`src/rtl/pwm_pkg.sv`:
```
`default_nettype none
// ============================================================================
// Module   : pwm_pkg
// Purpose  : Shared types and constants for the PWM duty ramp and the
//            PWMGenerator it feeds.
// Contents : ramp_state_t  - ramp controller states (IDLE/UP/DOWN)
//            PWM_SIZE      - default duty code width, shared with PWMGenerator
//            TICK_CNT_W    - width of the Synch pulse counter
// Revision : 1.0 - initial release
// ============================================================================
package pwm_pkg;

    typedef enum logic [1:0] {
        ST_IDLE = 2'd0,
        ST_UP   = 2'd1,
        ST_DOWN = 2'd2
    } ramp_state_t;

    localparam int unsigned PWM_SIZE   = 3;
    localparam int unsigned TICK_CNT_W = 8;

endpackage : pwm_pkg
`default_nettype wire

```
`src/rtl/pwm_duty_ramp_synch_divider.sv`:
```
`default_nettype none
// ============================================================================
// Module   : synch_divider
// Purpose  : Counts PWM period-start pulses and emits a one-cycle step enable
//            on every TicksPerStep-th pulse.
// Ports    : Clock   - system clock, rising edge
//            Reset_n - asynchronous active-low reset
//            Clear   - synchronous counter clear (wins over Synch)
//            Synch   - one-cycle period-start pulse from PWMGenerator
//            StepEn  - high in the cycle whose rising edge should take a step
// Revision : 1.0 - initial release
// ============================================================================
module synch_divider
    import pwm_pkg::*;
#(
    parameter int TicksPerStep = 1
) (
    input  logic Clock,
    input  logic Reset_n,
    input  logic Clear,
    input  logic Synch,
    output logic StepEn
);

    localparam logic [TICK_CNT_W-1:0] c_last = TICK_CNT_W'(TicksPerStep - 1);

    logic [TICK_CNT_W-1:0] cnt_q;
    logic [TICK_CNT_W-1:0] cnt_d;
    logic                  step_en;

    always_comb begin
        cnt_d   = cnt_q;
        step_en = 1'b0;
        if (Clear) begin
            cnt_d = '0;
        end else if (Synch) begin
            if (cnt_q == c_last) begin
                cnt_d   = '0;
                step_en = 1'b1;
            end else begin
                cnt_d = cnt_q + 1'b1;
            end
        end
    end

    always_ff @(posedge Clock or negedge Reset_n) begin
        if (!Reset_n) begin
            cnt_q <= '0;
        end else begin
            cnt_q <= cnt_d;
        end
    end

    // Combinational: the step lands on the same edge that sees the last Synch.
    assign StepEn = step_en;

endmodule : synch_divider
`default_nettype wire

```
`src/rtl/pwm_duty_ramp.sv`:
```
`default_nettype none
// ============================================================================
// Module   : pwm_duty_ramp
// Purpose  : Moves the PWMGenerator duty code toward a requested target in
//            saturating steps of Step, one step every TicksPerStep generator
//            periods, so duty changes only on period boundaries.
// Ports    : Clock, Reset_n        - clock / asynchronous active-low reset
//            Target, TargetValid   - requested duty code and its valid
//            TargetReady           - high only while idle
//            Abort                 - stop a ramp, hold the current Data
//            Synch                 - period-start pulse from PWMGenerator
//            Data                  - duty code to PWMGenerator
//            Busy                  - ramp in progress
//            Done                  - one-cycle pulse, Data reached target
// Revision : 1.0 - initial release
// ============================================================================
module pwm_duty_ramp
    import pwm_pkg::*;
#(
    parameter int Size         = PWM_SIZE,
    parameter int Step         = 1,
    parameter int TicksPerStep = 1
) (
    input  logic            Clock,
    input  logic            Reset_n,
    input  logic [Size-1:0] Target,
    input  logic            TargetValid,
    output logic            TargetReady,
    input  logic            Abort,
    input  logic            Synch,
    output logic [Size-1:0] Data,
    output logic            Busy,
    output logic            Done
);

    localparam logic [Size:0] c_step = (Size + 1)'(Step);

    ramp_state_t     state_q, state_d;
    logic [Size-1:0] data_q,  data_d;
    logic [Size-1:0] tgt_q,   tgt_d;
    logic            done_q,  done_d;

    logic            clear;
    logic            step_en;
    logic [Size:0]   sum;
    logic [Size:0]   diff;

    // Counter only runs while ramping; holding it clear in IDLE also makes a
    // Synch coincident with the accept edge uncounted.
    assign clear = (state_q == ST_IDLE) || Abort;

    synch_divider #(
        .TicksPerStep (TicksPerStep)
    ) u_synch_divider (
        .Clock   (Clock),
        .Reset_n (Reset_n),
        .Clear   (clear),
        .Synch   (Synch),
        .StepEn  (step_en)
    );

    // One extra bit: sum never wraps, and diff's MSB is the borrow.
    assign sum  = {1'b0, data_q} + c_step;
    assign diff = {1'b0, data_q} - c_step;

    always_comb begin
        state_d = state_q;
        data_d  = data_q;
        tgt_d   = tgt_q;
        done_d  = 1'b0;

        case (state_q)
            ST_IDLE: begin
                if (TargetValid) begin
                    tgt_d = Target;
                    if (Target > data_q) begin
                        state_d = ST_UP;
                    end else if (Target < data_q) begin
                        state_d = ST_DOWN;
                    end else begin
                        done_d = 1'b1;
                    end
                end
            end

            ST_UP: begin
                if (Abort) begin
                    state_d = ST_IDLE;
                end else if (step_en) begin
                    if (sum >= {1'b0, tgt_q}) begin
                        data_d  = tgt_q;
                        state_d = ST_IDLE;
                        done_d  = 1'b1;
                    end else begin
                        data_d = sum[Size-1:0];
                    end
                end
            end

            ST_DOWN: begin
                if (Abort) begin
                    state_d = ST_IDLE;
                end else if (step_en) begin
                    if (diff[Size] || (diff[Size-1:0] <= tgt_q)) begin
                        data_d  = tgt_q;
                        state_d = ST_IDLE;
                        done_d  = 1'b1;
                    end else begin
                        data_d = diff[Size-1:0];
                    end
                end
            end

            default: begin
                state_d = ST_IDLE;
            end
        endcase
    end

    always_ff @(posedge Clock or negedge Reset_n) begin
        if (!Reset_n) begin
            state_q <= ST_IDLE;
            data_q  <= '0;
            tgt_q   <= '0;
            done_q  <= 1'b0;
        end else begin
            state_q <= state_d;
            data_q  <= data_d;
            tgt_q   <= tgt_d;
            done_q  <= done_d;
        end
    end

    assign TargetReady = (state_q == ST_IDLE);
    assign Busy        = (state_q != ST_IDLE);
    assign Done        = done_q;
    assign Data        = data_q;

endmodule : pwm_duty_ramp
`default_nettype wire

```
`config.mk`:
```
export PLATFORM = sky130hd
export DESIGN_NAME = pwm_duty_ramp
export DESIGN_NICKNAME = d
export VERILOG_FILES = /design/src/rtl/pwm_pkg.sv /design/src/rtl/pwm_duty_ramp_synch_divider.sv /design/src/rtl/pwm_duty_ramp.sv
export SDC_FILE = /design/constraint.sdc
export NUM_CORES = 1
export LEC_CHECK = 0
export CORE_UTILIZATION = 50
export CTS_CLUSTER_DIAMETER = 150
export DETAILED_ROUTE_END_ITERATION = 12
export PLACE_DENSITY = 0.73
export SLEW_MARGIN = 20
export SYNTH_ARGS = -nofsm -noshare
export SYNTH_HDL_FRONTEND = slang
export SYNTH_SLANG_ARGS = --single-unit
```
`constraint.sdc`:
```
create_clock -name Clock -period 5.57 [get_ports Clock]
set_clock_uncertainty 0.15 [all_clocks]
set_input_delay 0.8355 -clock Clock [delete_from_list [all_inputs] [get_ports Clock]]
set_output_delay 0.8355 -clock Clock [all_outputs]
set_load 0.03 [all_outputs]
```
======== Yosys cells after proc, flatten, opt, wreduce, memory -nomap -nowiden ========
Index checks and enable logic that the tools add are counted.
storage, ports and cells
  register bits after elaboration ......... 17
  input bits .............................. 8
  output and inout bits ................... 6
  word-level logic and storage cells ...... 67
operators by class
  $add $sub $neg .......................... 3
  $lt $le $gt $ge ......................... 4
  eq/ne operators ......................... 12
  mux-type cells .......................... 33
  reduce and logical (&&, ||, !) cells .... 10
operator list
  cell                                                                      number
  8-bit two-way mux                                                         3
  2-bit two-way mux                                                         9
  3-bit two-way mux                                                         6
  1-bit two-way mux                                                         12
  3-bit inequality test (second input constant)                             4
  2-bit inequality test (second input constant)                             5
  8-bit by 1-bit adder with 8-bit output (second input constant)            1
  8-bit logical NOT                                                         1
  2-bit one-hot mux with 3 select lines                                     1
  3-bit one-hot mux with 2 select lines                                     1
  6-bit AND reduction                                                       1
  2-bit nonzero test                                                        3
  5-bit AND reduction                                                       1
  3-bit by 1-bit adder with 4-bit output (second input constant)            1
  4-bit by 3-bit greater-or-equal comparator with 1-bit output              1
  3-bit by 1-bit subtractor with 4-bit output (second input constant)       1
  3-bit > comparator                                                        1
  3-bit less-or-equal comparator                                            1
  3-bit less-than comparator                                                1
  3-bit by 1-bit inequality test with 1-bit output (second input constant)  1
  1-bit one-hot mux with 3 select lines                                     1
  2-bit by 1-bit == test with 1-bit output (second input constant)          1
  2-bit == test (second input constant)                                     1
  2-bit logical NOT                                                         1
  2 further kinds                                                           3

======== Logic depth before layout (Yosys ltp) ========
Gate-level depths: netlist of run 1.
  depth after elaboration ................. 7
  depth in mapped cells ................... 9
  depth with buffers taken out ............ 9

======== Modules after synthesis ========
A second synthesis of run 1 with hierarchy kept.
unflattened totals
  cells, all modules ...................... 133
  area, all modules ....................... 1268.7 sq um
modules (own cells, without submodules)
  module         times used  cells an instance  area each (sq um)  sequential area each (sq um)
  pwm_duty_ramp  1           86                 809.5              225.2
  synch_divider  1           47                 459.2              200.2

======== Least setup slack after synthesis of run 1 ========
No wires, ideal clock.
  kind .................................... flip-flop to flip-flop
  from .................................... reg data_q[0], in the netlist Data[0]
  to ...................................... reg data_q[0], in the netlist Data[0]
  library setup time ...................... 0.087 ns
  data arrival time ....................... 2.240 ns
  required time ........................... 5.333 ns
  slack ................................... 3.094 ns
  cell stages (with the launch flop) ...... 10
  path buffers ............................ 0
  clock period less this slack ............ 2.476 ns
  cells stage by stage .................... dfrtp_1 inv_1 ha_1 xor2_1 ha_1 nand2_1 o21ai_0 a22oi_1 or3b_1 o211ai_1
between the ends
  cells in the longest elaborated chain, start to end .. 7
  elaborated cells on any way between the ends .. 12
  those cells by class .................... 2 x add/sub; 2 x order compare; 7 x mux; 1 x reduce/logical
ends and longest elaborated chain
  item                                         RTL line              RTL
  start, declared                              pwm_duty_ramp.sv:39   logic [Size-1:0] data_q, data_d;
  start signal, assigned                       pwm_duty_ramp.sv:128  data_q <= data_d;
  3-bit by 1-bit subtractor with 4-bit output  pwm_duty_ramp.sv:64   assign diff = {1'b0, data_q} - c_step;
  3-bit less-or-equal comparator               pwm_duty_ramp.sv:104  if (diff[Size] || (diff[Size-1:0] <= tgt_q)) begin
  1-bit logical OR                             pwm_duty_ramp.sv:104
  3-bit two-way mux                            pwm_duty_ramp.sv:104
  3-bit two-way mux                            pwm_duty_ramp.sv:103  end else if (step_en) begin
  3-bit two-way mux                            pwm_duty_ramp.sv:101  if (Abort) begin
  3-bit one-hot mux with 2 select lines *      pwm_duty_ramp.sv:72   case (state_q)
Mark *: on every way between the ends. The rest lies on a longest branch, timed or not. The select of a mux whose other input is x is not followed.
A chain may end at the register's enable or synchronous reset.

======== Worst setup path in the final report of run 1 ========
  from .................................... reg state_q[1]
  to ...................................... out TargetReady
between the ends
  cells in the longest elaborated chain, start to end .. 1
ends and longest elaborated chain
  item                    RTL line              RTL
  start, declared         pwm_duty_ramp.sv:38   ramp_state_t state_q, state_d;
  start signal, assigned  pwm_duty_ramp.sv:127  state_q <= state_d;
  2-bit logical NOT       pwm_duty_ramp.sv:134  assign TargetReady = (state_q == ST_IDLE);
  end, declared           pwm_duty_ramp.sv:28   output logic TargetReady,
No other way between the ends.

==> results by group, run 1 <==
Global route
  • Global-route wire length before repair: 4140 um
  • Total GRT Usage: 0.2157
  • Largest net degree at the start of global routing: 18
  • Initial antenna violation count: 0
  • Gr ovfl total: 0
  • Number of global-route vias before repair: 969

Synthesis
  • Warnings, synthesis: 0
  • Synth cell types: 39
  • Multiplexer share of the synthesized area: 0.02894
  • Post-synth EDFFs: 0
  • Largest area contributor in the netlist: dfrtp_1
  • Most frequent cell after synthesis: dfrtp_1
  • Largest family of logic cells by synthesized area: simple AND/OR/NAND/NOR gates
  • Register area share after synthesis: 0.3644
  • Synth Area in Compound Gates: 0.1747
  • Post-Syn Area: 1167 um^2
  • Gate Count Post-Synth: 125
  • Ys flop type: dfrtp_1
  • Yosys reg bits: 17
  • Syn_nets: 145
  • Post-synth top area share: 0.3644
  • Top post-synthesis cells by area: dfrtp_1, ha_1, xor2_1
  • Adder-Cell Fraction of Synth Area: 0.1286
  • Xor and xnor area share after synthesis: 0.05252
  • Top post-synthesis cells by count: dfrtp_1, nor2_1, ha_1, inv_1, nand2_1
  • Ys async rst share: 1.000
  • Avg Inst Size Synth: 9.339 um^2
  • Post-Synth Simple-Gate Area: 0.2122

Job
  • Max cap viols: 0

Power
  • Total power: 0.7285 mW
  • Gate power share: 0.636
  • Pwr per Cell Area: 537.2 nW/um^2
  • Sw Pwr: 0.3486 mW
  • Internal Power: 0.3799 mW
  • Clock power share: 0.093
  • Peak VDD IR: 0.3676 mV
  • Sw Share: 0.4785
  • Sequential power share: 0.271
  • Leakage power: 0.6199 nW

Hold path
  • HP Class: flop to flop
  • WHS Path Cells: 2

Route
  • TritonRoute pass-1 iters: 4
  • Drt total wl: 2373 um
  • Antenna-violating nets left: 0
  • Total number of vias: 971
  • WL per Instance: 14.04 um
  • DR iter-0 viols: 35
  • Remaining DRCs: 0
  • Vias per cell: 5.746

Finish
  • Final cell count without fillers: 169
  • Share of cells above drive strength 1: 0.1064
  • Diode count: 0
  • Filler Cells Inserted: 191
  • NumNets Final: 162
  • Layout overhead on the synthesized area: 16.18%

Timing
  • Setup TNS: 0 ns
  • # setup viols final: 0
  • Fin. max-slew vios: 0
  • Fin. Hold Viols: 0
  • Hold Worst Slack: 0.4100 ns
  • RSZ-0062 raised after global routing: no
  • Worst Max-Slew Pin Slew: 0.7704 ns
  • Tcrit/Tclk final: 0.5100
  • Slew HR: 0.4848
  • Min Clock Period, post-route: 2.841 ns
  • Peak Freq: 352.0 MHz

Clock network
  • Post-CTS setup buffer count: 0
  • Clock root cell: clkbuf_4
  • CTS Sinks: 17
  • Clock transition at path regs: 0.11 ns
  • # hold bufs at CTS: 0
  • Skew-Pair Late Insertion Delay: 0.30 ns
  • Post_cts resized: 0
  • TritonCTS clock tree: built
  • Clock Tree Buf Depth: 2
  • H-tree levels: 1
  • TritonCTS buffer count: 3

Floorplan
  • Die X: 50.32 um
  • Die area: 2532 um^2
  • Die height: 50.32 um
  • Initial Utilization: 0.5277
  • Rows: 17
  • I/O Pins: 14
  • Core area: 2212 um^2

Placed design
  • HPWL Detailed: 1869 um
  • Placed Cells: 165
  • Port buffer count: 13
  • RD Place Congestion: 0.8622

Worst setup path
  • R2r worst-path depth: 9
  • Critical Path End Type: output port
  • Worst Setup Start Kind: flop
  • CP Max Fanout: 7
  • Worst Path Class, Setup: flop to output port
  • Critical path required time: 4.58 ns
  • Crit path DAT: 1.86 ns

Run status
  • Run status: finished clean
## routing by layer
metal / part of all wire / wire, um / vias to the layer above / GRT usage
li1: - / - / 484 / -
met1: 0.49 / 1159 / 455 / 0.3073
met2: 0.45 / 1064 / 28 / 0.3289
met3: 0.052 / 123 / 4 / 0.02727
met4: 0.011 / 25 / 0 / 0.08796
met5: 0 / 0 / - / 0
## power by group through the flow
stage / Clock, mW / Combinational (mW) / Sequential [mW]
floorplan: 0 / 0.325 / 0.207
global placement: 0 / 0.444 / 0.198
detailed placement: 0 / 0.460 / 0.199
CTS: 0.0695 / 0.463 / 0.197
global route: 0.0745 / 0.515 / 0.203
finish: 0.0680 / 0.463 / 0.197
## cell type report
| type | instances | area, um^2 | share of cell area |
|---|---|---|---|
| Clock inverter | 1 | 5.005 | 0.003690 |
| Timing Repair Buffer | 13 | 130.1 | 0.09594 |
| Clock buffer | 3 | 22.52 | 0.01661 |
| Sequential cell | 17 | 425.4 | 0.3137 |
| Tap cell | 28 | 35.03 | 0.02583 |
| Inverter | 11 | 41.29 | 0.03044 |
| Multi-Input combinational cell | 96 | 696.9 | 0.5138 |
## registers in the layout (all words and copies together), names as in the netlist
register,cells
Done,1
tgt_q,3
Data,3
state_q,2
u_synch_divider.cnt_q,8
## per-stage QoR
step,util,setup slack (ns),cell area (um^2)
after floorplan,-,3.094,1167
after global placement,0.6007,2.755,1329
after detailed placement,0.6007,2.705,1329
after CTS,0.6131,2.713,1356
after global routing,0.6131,2.625,1356
final,0.6131,2.729,1356
## cells by family after synthesis
| family | after synthesis |
|---|---|
| and+or+nand+nor | 47 |
| xor gates and xnor gates | 7 |
| DFF | 17 |
| buffers and inverters | 12 |
| adders and majority gates | 12 |
| AOI/OAI and AO/OA | 27 |
| muxes | 3 |
## cell usage in the layout, fill, tap and decap left out, types with 2 or more instances in the layout
cell type / count
a21o_1: 2
a21oi_1: 2
a31oi_1: 3
clkbuf_4: 3
clkdlybuf4s50_1: 13
dfrtp_1: 17
ha_1: 12
inv_1: 11
mux2_2: 3
nand2_1: 10
nand3_1: 9
nand4_1: 2
nor2_1: 13
nor2b_1: 2
o21a_1: 3
o21ai_0: 4
o311a_1: 2
or2b_2: 2
xor2_1: 6
## critical path, stage by stage, from the launching register on
cell and delay [ns]:
dfrtp_1 0.43, nor2_1 0.37, clkdlybuf4s50_1 0.76
## worst paths after layout
path                       startpoint                       end  slack, ns
min in group asynchronous     Reset_n  u_synch_divider.cnt_q[3]       0.83
hold / removal               tgt_q[0]                  tgt_q[0]       0.41
setup reg to reg              Data[0]                   Data[0]       3.00
setup / recovery           state_q[1]               TargetReady       2.73
hold reg to reg              tgt_q[0]                  tgt_q[0]       0.41
max in group asynchronous     Reset_n                  tgt_q[0]       3.95
Power figures use the tool's default switching activity.
==> run 2: changes to the inputs <==
--- a/config.mk
+++ b/config.mk
@@ -5,10 +5,10 @@
 export SDC_FILE = /design/constraint.sdc
 export NUM_CORES = 1
 export LEC_CHECK = 0
-export CORE_UTILIZATION = 50
+export CORE_UTILIZATION = 49
 export CTS_CLUSTER_DIAMETER = 150
 export DETAILED_ROUTE_END_ITERATION = 12
-export PLACE_DENSITY = 0.73
+export PLACE_DENSITY = 0.74
 export SLEW_MARGIN = 20
 export SYNTH_ARGS = -nofsm -noshare
 export SYNTH_HDL_FRONTEND = slang
==> constraint.sdc (replaced) <==
create_clock -name Clock -period 2.55 [get_ports Clock]
set_clock_uncertainty 0.15 [all_clocks]
set_input_delay 0.3825 -clock Clock [delete_from_list [all_inputs] [get_ports Clock]]
set_output_delay 0.3825 -clock Clock [all_outputs]
set_load 0.03 [all_outputs]
==> run 2 against run 1 <==
- power grew 130%
- first-iteration DRC count down 40%
- utilization grew 1.7 points
- sequential power increased by 100%
- global-route usage is 1.8 points higher
- register-to-register slack worse by 2.8 ns
- flip-flop and latch count unchanged
- cell count up 3.6%
- wire length grew 6.9%
- count of clock-buffer cells in the layout is the same
- hold slack worse by 0.040 ns
- critical path depth rose by 5
==> results by group, run 2 (synthesis gave the netlist of run 1 again) <==
Run status
  • Run status: finished clean (unchanged)

Route
  • Vias per cell: 5.806 (was 5.746)
  • Drt total wl: 2536 um (was 2373 um)
  • DR iter-0 viols: 21 (was 35)
  • Antenna-violating nets left: 0 (unchanged)
  • TritonRoute pass-1 iters: 4 (unchanged)
  • WL per Instance: 14.49 um (was 14.04 um)
  • Remaining DRCs: 0 (unchanged)
  • Total number of vias: 1,016 (was 971)

Placed design
  • Port buffer count: 13 (unchanged)
  • Placed cell areas: 1359 um^2 (was 1329 um^2)
  • RD Place Congestion: 0.9285 (was 0.8622)
  • HPWL Detailed: 1960 um (was 1869 um)

Finish
  • Commonest non-fill, non-tap cells in the layout: dfrtp_1, nor2_1, clkdlybuf4s50_1 (unchanged)
  • Number of flip-flops under the largest register name: 8 (unchanged)
  • Diode count: 0 (unchanged)
  • Commonest non-fill, non-tap cell in the layout: dfrtp_1 (unchanged)
  • Layout overhead on the synthesized area: 20.47% (was 16.18%)
  • Top reg by flops: u_synch_divider.cnt_q (unchanged)
  • Post-Layout Inst Area: 1406 um^2 (was 1356 um^2)
  • Final Core Density: 0.6297 (was 0.6131)
  • NumNets Final: 168 (was 162)
  • Share of cells above drive strength 1: 0.1497 (was 0.1064)

Floorplan
  • Initial Utilization: 0.5227 (was 0.5277)
  • Die height: 50.81 um (was 50.32 um)
  • Die X: 50.81 um (was 50.32 um)
  • Die area: 2582 um^2 (was 2532 um^2)
  • Rows: 17 (unchanged)
  • Core area: 2233 um^2 (was 2212 um^2)
  • I/O Pins: 14 (unchanged)

Worst setup path
  • Critical Path End Type: flop (was output port)
  • CP Max Fanout: 3 (was 7)
  • Worst Path Class, Setup: flop to flop (was flop to output port)
  • Worst Setup Start Kind: flop (unchanged)
  • Critical path required time: 2.62 ns (was 4.58 ns)
  • Crit path DAT: 2.45 ns (was 1.86 ns)

Global route
  • Initial antenna violation count: 0 (unchanged)
  • Largest net degree at the start of global routing: 18 (unchanged)
  • Gr ovfl total: 0 (unchanged)
  • Number of global-route vias before repair: 995 (was 969)
  • Total GRT Usage: 0.2334 (was 0.2157)
  • Global-route wire length before repair: 4367 um (was 4140 um)

Timing
  • Worst Max-Slew Pin Slew: 0.7911 ns (was 0.7704 ns)
  • Setup TNS: 0 ns (unchanged)
  • Fin. Hold Viols: 0 (unchanged)
  • RSZ-0062 raised after global routing: no (unchanged)
  • Min Clock Period, post-route: 2.385 ns
  • Fin. max-slew vios: 0 (unchanged)
  • # setup viols final: 0 (unchanged)
  • Tcrit/Tclk final: 0.9354
  • Peak Freq: 419.2 MHz
  • Slew HR: 0.4709 (was 0.4848)

Hold path
  • HP Class: input pin to async pin (was flop to flop)

Power
  • Pwr per Cell Area: 1185 nW/um^2 (was 537.2 nW/um^2)
  • Total power: 1.667 mW (was 0.7285 mW)
  • Peak VDD IR: 0.8256 mV (was 0.3676 mV)
  • Leakage power: 0.6510 nW (was 0.6199 nW)

Clock network
  • TritonCTS buffer count: 3 (unchanged)
  • CTS Sinks: 17 (unchanged)
  • Clock root cell: clkbuf_4 (unchanged)
  • H-tree levels: 1 (unchanged)
  • Skew-Pair Late Insertion Delay: 0.31 ns (was 0.30 ns)
  • Clock Tree Buf Depth: 2 (unchanged)
  • TritonCTS clock tree: built (unchanged)
  • Clock transition at path regs: 0.11 ns (about the same)
  • # hold bufs at CTS: 0 (unchanged)

Job
  • Max cap viols: 0 (unchanged)
run 2: cell types whose count changed in the layout (fill, tap and decap cells not counted), sizes merged:
cell and delta:
buf +6
run 2: what timing repair did:
action                                 CTS  global route
setup endpoints to repair                0             2
endpoints found under the hold margin    0             0
resized for setup                        0             2
buffers inserted                         0             2
run 2: critical path, cell delays in order (launching register included):
cell	delay, ns
dfrtp_1	0.40
inv_1	0.09
ha_1	0.15
or4b_4	0.47
or4_4	0.46
a21oi_4	0.14
or3b_1	0.35
o211ai_1	0.09
run 2: where the power goes:
group	switching, mW	internal [mW]
clock network	0.0921	0.0586
registers	0.0686	0.334
logic	0.629	0.485
run 2: layer usage:
metal | GRT usage | share of wire | routed length [um]
met1 | 0.2805 | 0.46 | 1173
met2 | 0.4044 | 0.48 | 1220
met3 | 0.06250 | 0.041 | 103
met4 | 0.07407 | 0.015 | 38
met5 | 0 | 0 | 0
run 2: layout make-up:
cell class              instances  area, um^2
flip-flops and latches         17       425.4
clock inverters                 1       5.005
clock buffers                   3       22.52
fillers                       189       827.0
well taps                      28       35.03
repair buffers                 19       175.2
inverters                      11       41.29
multi-input cells              96       701.9
run 2: metrics by stage:
step                      hold WS, ns  std cells  worst slack [ns]
final                          0.3704        175            0.1647
after global routing           0.4301        175           0.02977
after CTS                      0.3972        173           0.09153
after detailed placement       0.3893        169            0.1392
after global placement         0.3788        169            0.2040
after floorplan              -0.06309        125           0.07385
run 2: worst paths after layout:
| check | depth (start not counted) | end | start | slack [ns] |
|---|---|---|---|---|
| setup / recovery | 7 | Data[0] | u_synch_divider.cnt_q[0] | 0.16 |
| setup reg to reg | 7 | Data[0] | u_synch_divider.cnt_q[0] | 0.16 |
| min in group Clock | 2 | tgt_q[0] | tgt_q[0] | 0.41 |
| hold reg to reg | 2 | tgt_q[0] | tgt_q[0] | 0.41 |
| max in group asynchronous | 1 | u_synch_divider.cnt_q[4] | Reset_n | 1.37 |
| hold / removal | 1 | tgt_q[2] | Reset_n | 0.37 |
==> run 3: changes to the inputs <==
--- a/config.mk
+++ b/config.mk
@@ -5,10 +5,10 @@
 export SDC_FILE = /design/constraint.sdc
 export NUM_CORES = 1
 export LEC_CHECK = 0
-export CORE_UTILIZATION = 49
+export CORE_UTILIZATION = 50
 export CTS_CLUSTER_DIAMETER = 150
 export DETAILED_ROUTE_END_ITERATION = 12
-export PLACE_DENSITY = 0.74
+export DONT_BUFFER_PORTS = 1
 export SLEW_MARGIN = 20
 export SYNTH_ARGS = -nofsm -noshare
 export SYNTH_HDL_FRONTEND = slang
==> constraint.sdc (replaced) <==
create_clock -name Clock -period 2.78 [get_ports Clock]
set_clock_uncertainty 0.15 [all_clocks]
set_input_delay 0.417 -clock Clock [delete_from_list [all_inputs] [get_ports Clock]]
set_output_delay 0.417 -clock Clock [all_outputs]
set_load 0.03 [all_outputs]
==> run 3 against run 2 <==
- critical path depth is the same
- combinational power down 19%
- non-clock buffer count fell by 14
- setup slack gained 0.086 ns
- power decreased by 15%
- first-iteration DRC count is 38% lower
- register-to-register slack improved by 0.09 ns
- cell count is 8.0% lower
- clock power shrank 11%
- sequential share of layout area up 3.3 points
- count of clock-buffer cells in the layout unchanged
- critical endpoint unchanged
==> results by group, run 3 (synthesis gave the netlist of run 1 again) <==
Run status
  • Run status: finished clean (unchanged)

Power
  • Internal Power: 0.7207 mW (was 0.8776 mW)
  • Leakage power: 0.5925 nW (was 0.6510 nW)
  • Gate power share: 0.629 (was 0.668)
  • Clock power share: 0.095 (was 0.090)
  • Sw Share: 0.4923 (was 0.4736)
  • Total power: 1.420 mW (was 1.667 mW)
  • Sw Pwr: 0.6990 mW (was 0.7894 mW)
  • Pwr per Cell Area: 1121 nW/um^2 (was 1185 nW/um^2)
  • Peak VDD IR: 0.7017 mV (was 0.8256 mV)
  • Sequential power share: 0.276 (was 0.242)

Clock network
  • Clock root cell: clkbuf_4 (unchanged)
  • H-tree levels: 1 (unchanged)
  • TritonCTS buffer count: 3 (unchanged)
  • Clock transition at path regs: 0.11 ns (about the same)
  • Clock Tree Buf Depth: 2 (unchanged)
  • Skew-Pair Late Insertion Delay: 0.29 ns (was 0.31 ns)
  • TritonCTS clock tree: built (unchanged)
  • CTS Sinks: 17 (unchanged)
  • Post_cts resized: 0 (unchanged)

Worst setup path
  • Bufs and invs on worst path: 1 (unchanged)
  • Critical path required time: 2.84 ns (was 2.62 ns)
  • Delay-heaviest family, CP: simple AND/OR/NAND/NOR gates (unchanged)
  • Crit-path cells: inv_1, ha_1, or4b_4, or4_4, a21oi_4, or3b_1, o211ai_1 (unchanged)
  • Worst Setup Start Kind: flop (unchanged)
  • Critical Path Source: u_synch_divider.cnt_q[0] (unchanged)
  • Worst Path Class, Setup: flop to flop (unchanged)
  • Max incr delay on CP: 0.52 ns (was 0.47 ns)
  • Crit path DAT: 2.59 ns (was 2.45 ns)
  • Reg-to-reg critical path startpoint: u_synch_divider.cnt_q[0] (unchanged)
  • Slowest stage cell, crit path: or4_4 (was or4b_4)
  • Critical Path End Type: flop (unchanged)
  • CP Max Fanout: 7 (was 3)

Placed design
  • RD Place Congestion: 0.8788 (was 0.9285)
  • HPWL Detailed: 1813 um (was 1960 um)
  • Port buffer count: 0 (was 13)

Finish
  • NumNets Final: 154 (was 168)
  • Number of flip-flops under the largest register name: 8 (unchanged)
  • Share of cells above drive strength 1: 0.1429 (was 0.1497)
  • Top reg by flops: u_synch_divider.cnt_q (unchanged)
  • Diode count: 0 (unchanged)
  • Commonest non-fill, non-tap cell in the layout: dfrtp_1 (unchanged)
  • Commonest non-fill, non-tap cells in the layout: dfrtp_1, nor2_1, ha_1 (was dfrtp_1, nor2_1, clkdlybuf4s50_1)
  • Layout overhead on the synthesized area: 8.467% (was 20.47%)

Timing
  • Worst Max-Slew Pin Slew: 0.7753 ns (was 0.7911 ns)
  • Peak Freq: 395.4 MHz (was 419.2 MHz)
  • Setup TNS: 0 ns (unchanged)
  • Tcrit/Tclk final: 0.9097 (was 0.9354)
  • Fin. Hold Viols: 0 (unchanged)
  • Hold Worst Slack: 0.05317 ns (was 0.3704 ns)
  • Min Clock Period, post-route: 2.529 ns (was 2.385 ns)
  • Slew HR: 0.4815 (was 0.4709)
  • # setup viols final: 0 (unchanged)
  • Fin. max-slew vios: 0 (unchanged)
  • RSZ-0062 raised after global routing: no (unchanged)

Floorplan
  • Die area: 2532 um^2 (was 2582 um^2)
  • Core area: 2212 um^2 (was 2233 um^2)
  • Rows: 17 (unchanged)
  • I/O Pins: 14 (unchanged)
  • Die height: 50.32 um (was 50.81 um)
  • Die X: 50.32 um (was 50.81 um)
  • Initial Utilization: 0.5277 (was 0.5227)

Global route
  • Largest net degree at the start of global routing: 18 (unchanged)
  • Total GRT Usage: 0.2212 (was 0.2334)
  • Gr ovfl total: 0 (unchanged)
  • Initial antenna violation count: 0 (unchanged)
  • Number of global-route vias before repair: 938 (was 995)
  • Global-route wire length before repair: 4167 um (was 4367 um)

Route
  • Antenna-violating nets left: 0 (unchanged)
  • TritonRoute pass-1 iters: 4 (unchanged)
  • WL per Instance: 14.45 um (was 14.49 um)
  • Total number of vias: 937 (was 1,016)
  • Vias per cell: 5.820 (was 5.806)
  • Remaining DRCs: 0 (unchanged)
  • Drt total wl: 2327 um (was 2536 um)
  • DR iter-0 viols: 13 (was 21)

Hold path
  • Hold Crit Start: Abort
  • HP Class: input pin to flop (was input pin to async pin)

Job
  • Max cap viols: 0 (unchanged)
## run 3: changes by cell type in the layout (fill, tap and decap cells not counted), sizes merged
| cell | previous run | this run |
|---|---|---|
| dlygate4sd3 | 0 | 1 |
| buf | 6 | 4 |
| clkdlybuf4s50 | 13 | 0 |
## run 3: cell type report
cell class                      count  area [um^2]
Timing Repair Buffer                5        40.04
Multi-Input combinational cell     96        696.9
Sequential cell                    17        425.4
Fill cell                         204        945.9
Tap cell                           28        35.03
Inverter                           11        41.29
Clock buffer                        3        22.52
Clock inverter                      1        5.005
## run 3: final timing paths
path	endpoint	slack [ns]	depth (start not counted)
setup / recovery	Data[0]	0.25	7
setup reg to reg	Data[0]	0.25	7
hold / removal	state_q[0]	0.05	1
hold reg to reg	u_synch_divider.cnt_q[7]	0.42	2
max in group asynchronous	u_synch_divider.cnt_q[0]	1.51	1
min in group asynchronous	Data[1]	0.48	1
## run 3: metrics by stage
step | setup WS (ns) | utilization | cell area (um^2) | instances
floorplan | 0.3038 | - | 1167 | 125
global placement | 0.2912 | 0.5554 | 1229 | 156
detailed placement | 0.2636 | 0.5554 | 1229 | 156
CTS | 0.2371 | 0.5724 | 1266 | 161
global route | 0.1048 | 0.5724 | 1266 | 161
finish | 0.2512 | 0.5724 | 1266 | 161
## run 3: repair_timing
action | 4_1_cts | 5_1_grt
endpoints found under the hold margin | 17 | 0
buffers inserted | 0 | 0
hold buffers | 1 | 0
## run 3: routing by layer
| metal | GRT usage | share of wire | vias up |
|---|---|---|---|
| met3 | 0.05152 | 0.050 | 4 |
| met5 | 0 | 0 | - |
| met1 | 0.3027 | 0.51 | 443 |
| li1 | - | - | 465 |
| met2 | 0.3311 | 0.42 | 25 |
| met4 | 0.09722 | 0.015 | 0 |
## run 3: power groups by stage
stage | clock (mW) | combinational [mW] | sequential, mW
after floorplan | 0 | 0.651 | 0.416
after global placement | 0 | 0.865 | 0.394
after detailed placement | 0 | 0.880 | 0.395
after CTS | 0.141 | 0.894 | 0.390
after global routing | 0.151 | 0.990 | 0.402
final | 0.134 | 0.894 | 0.392
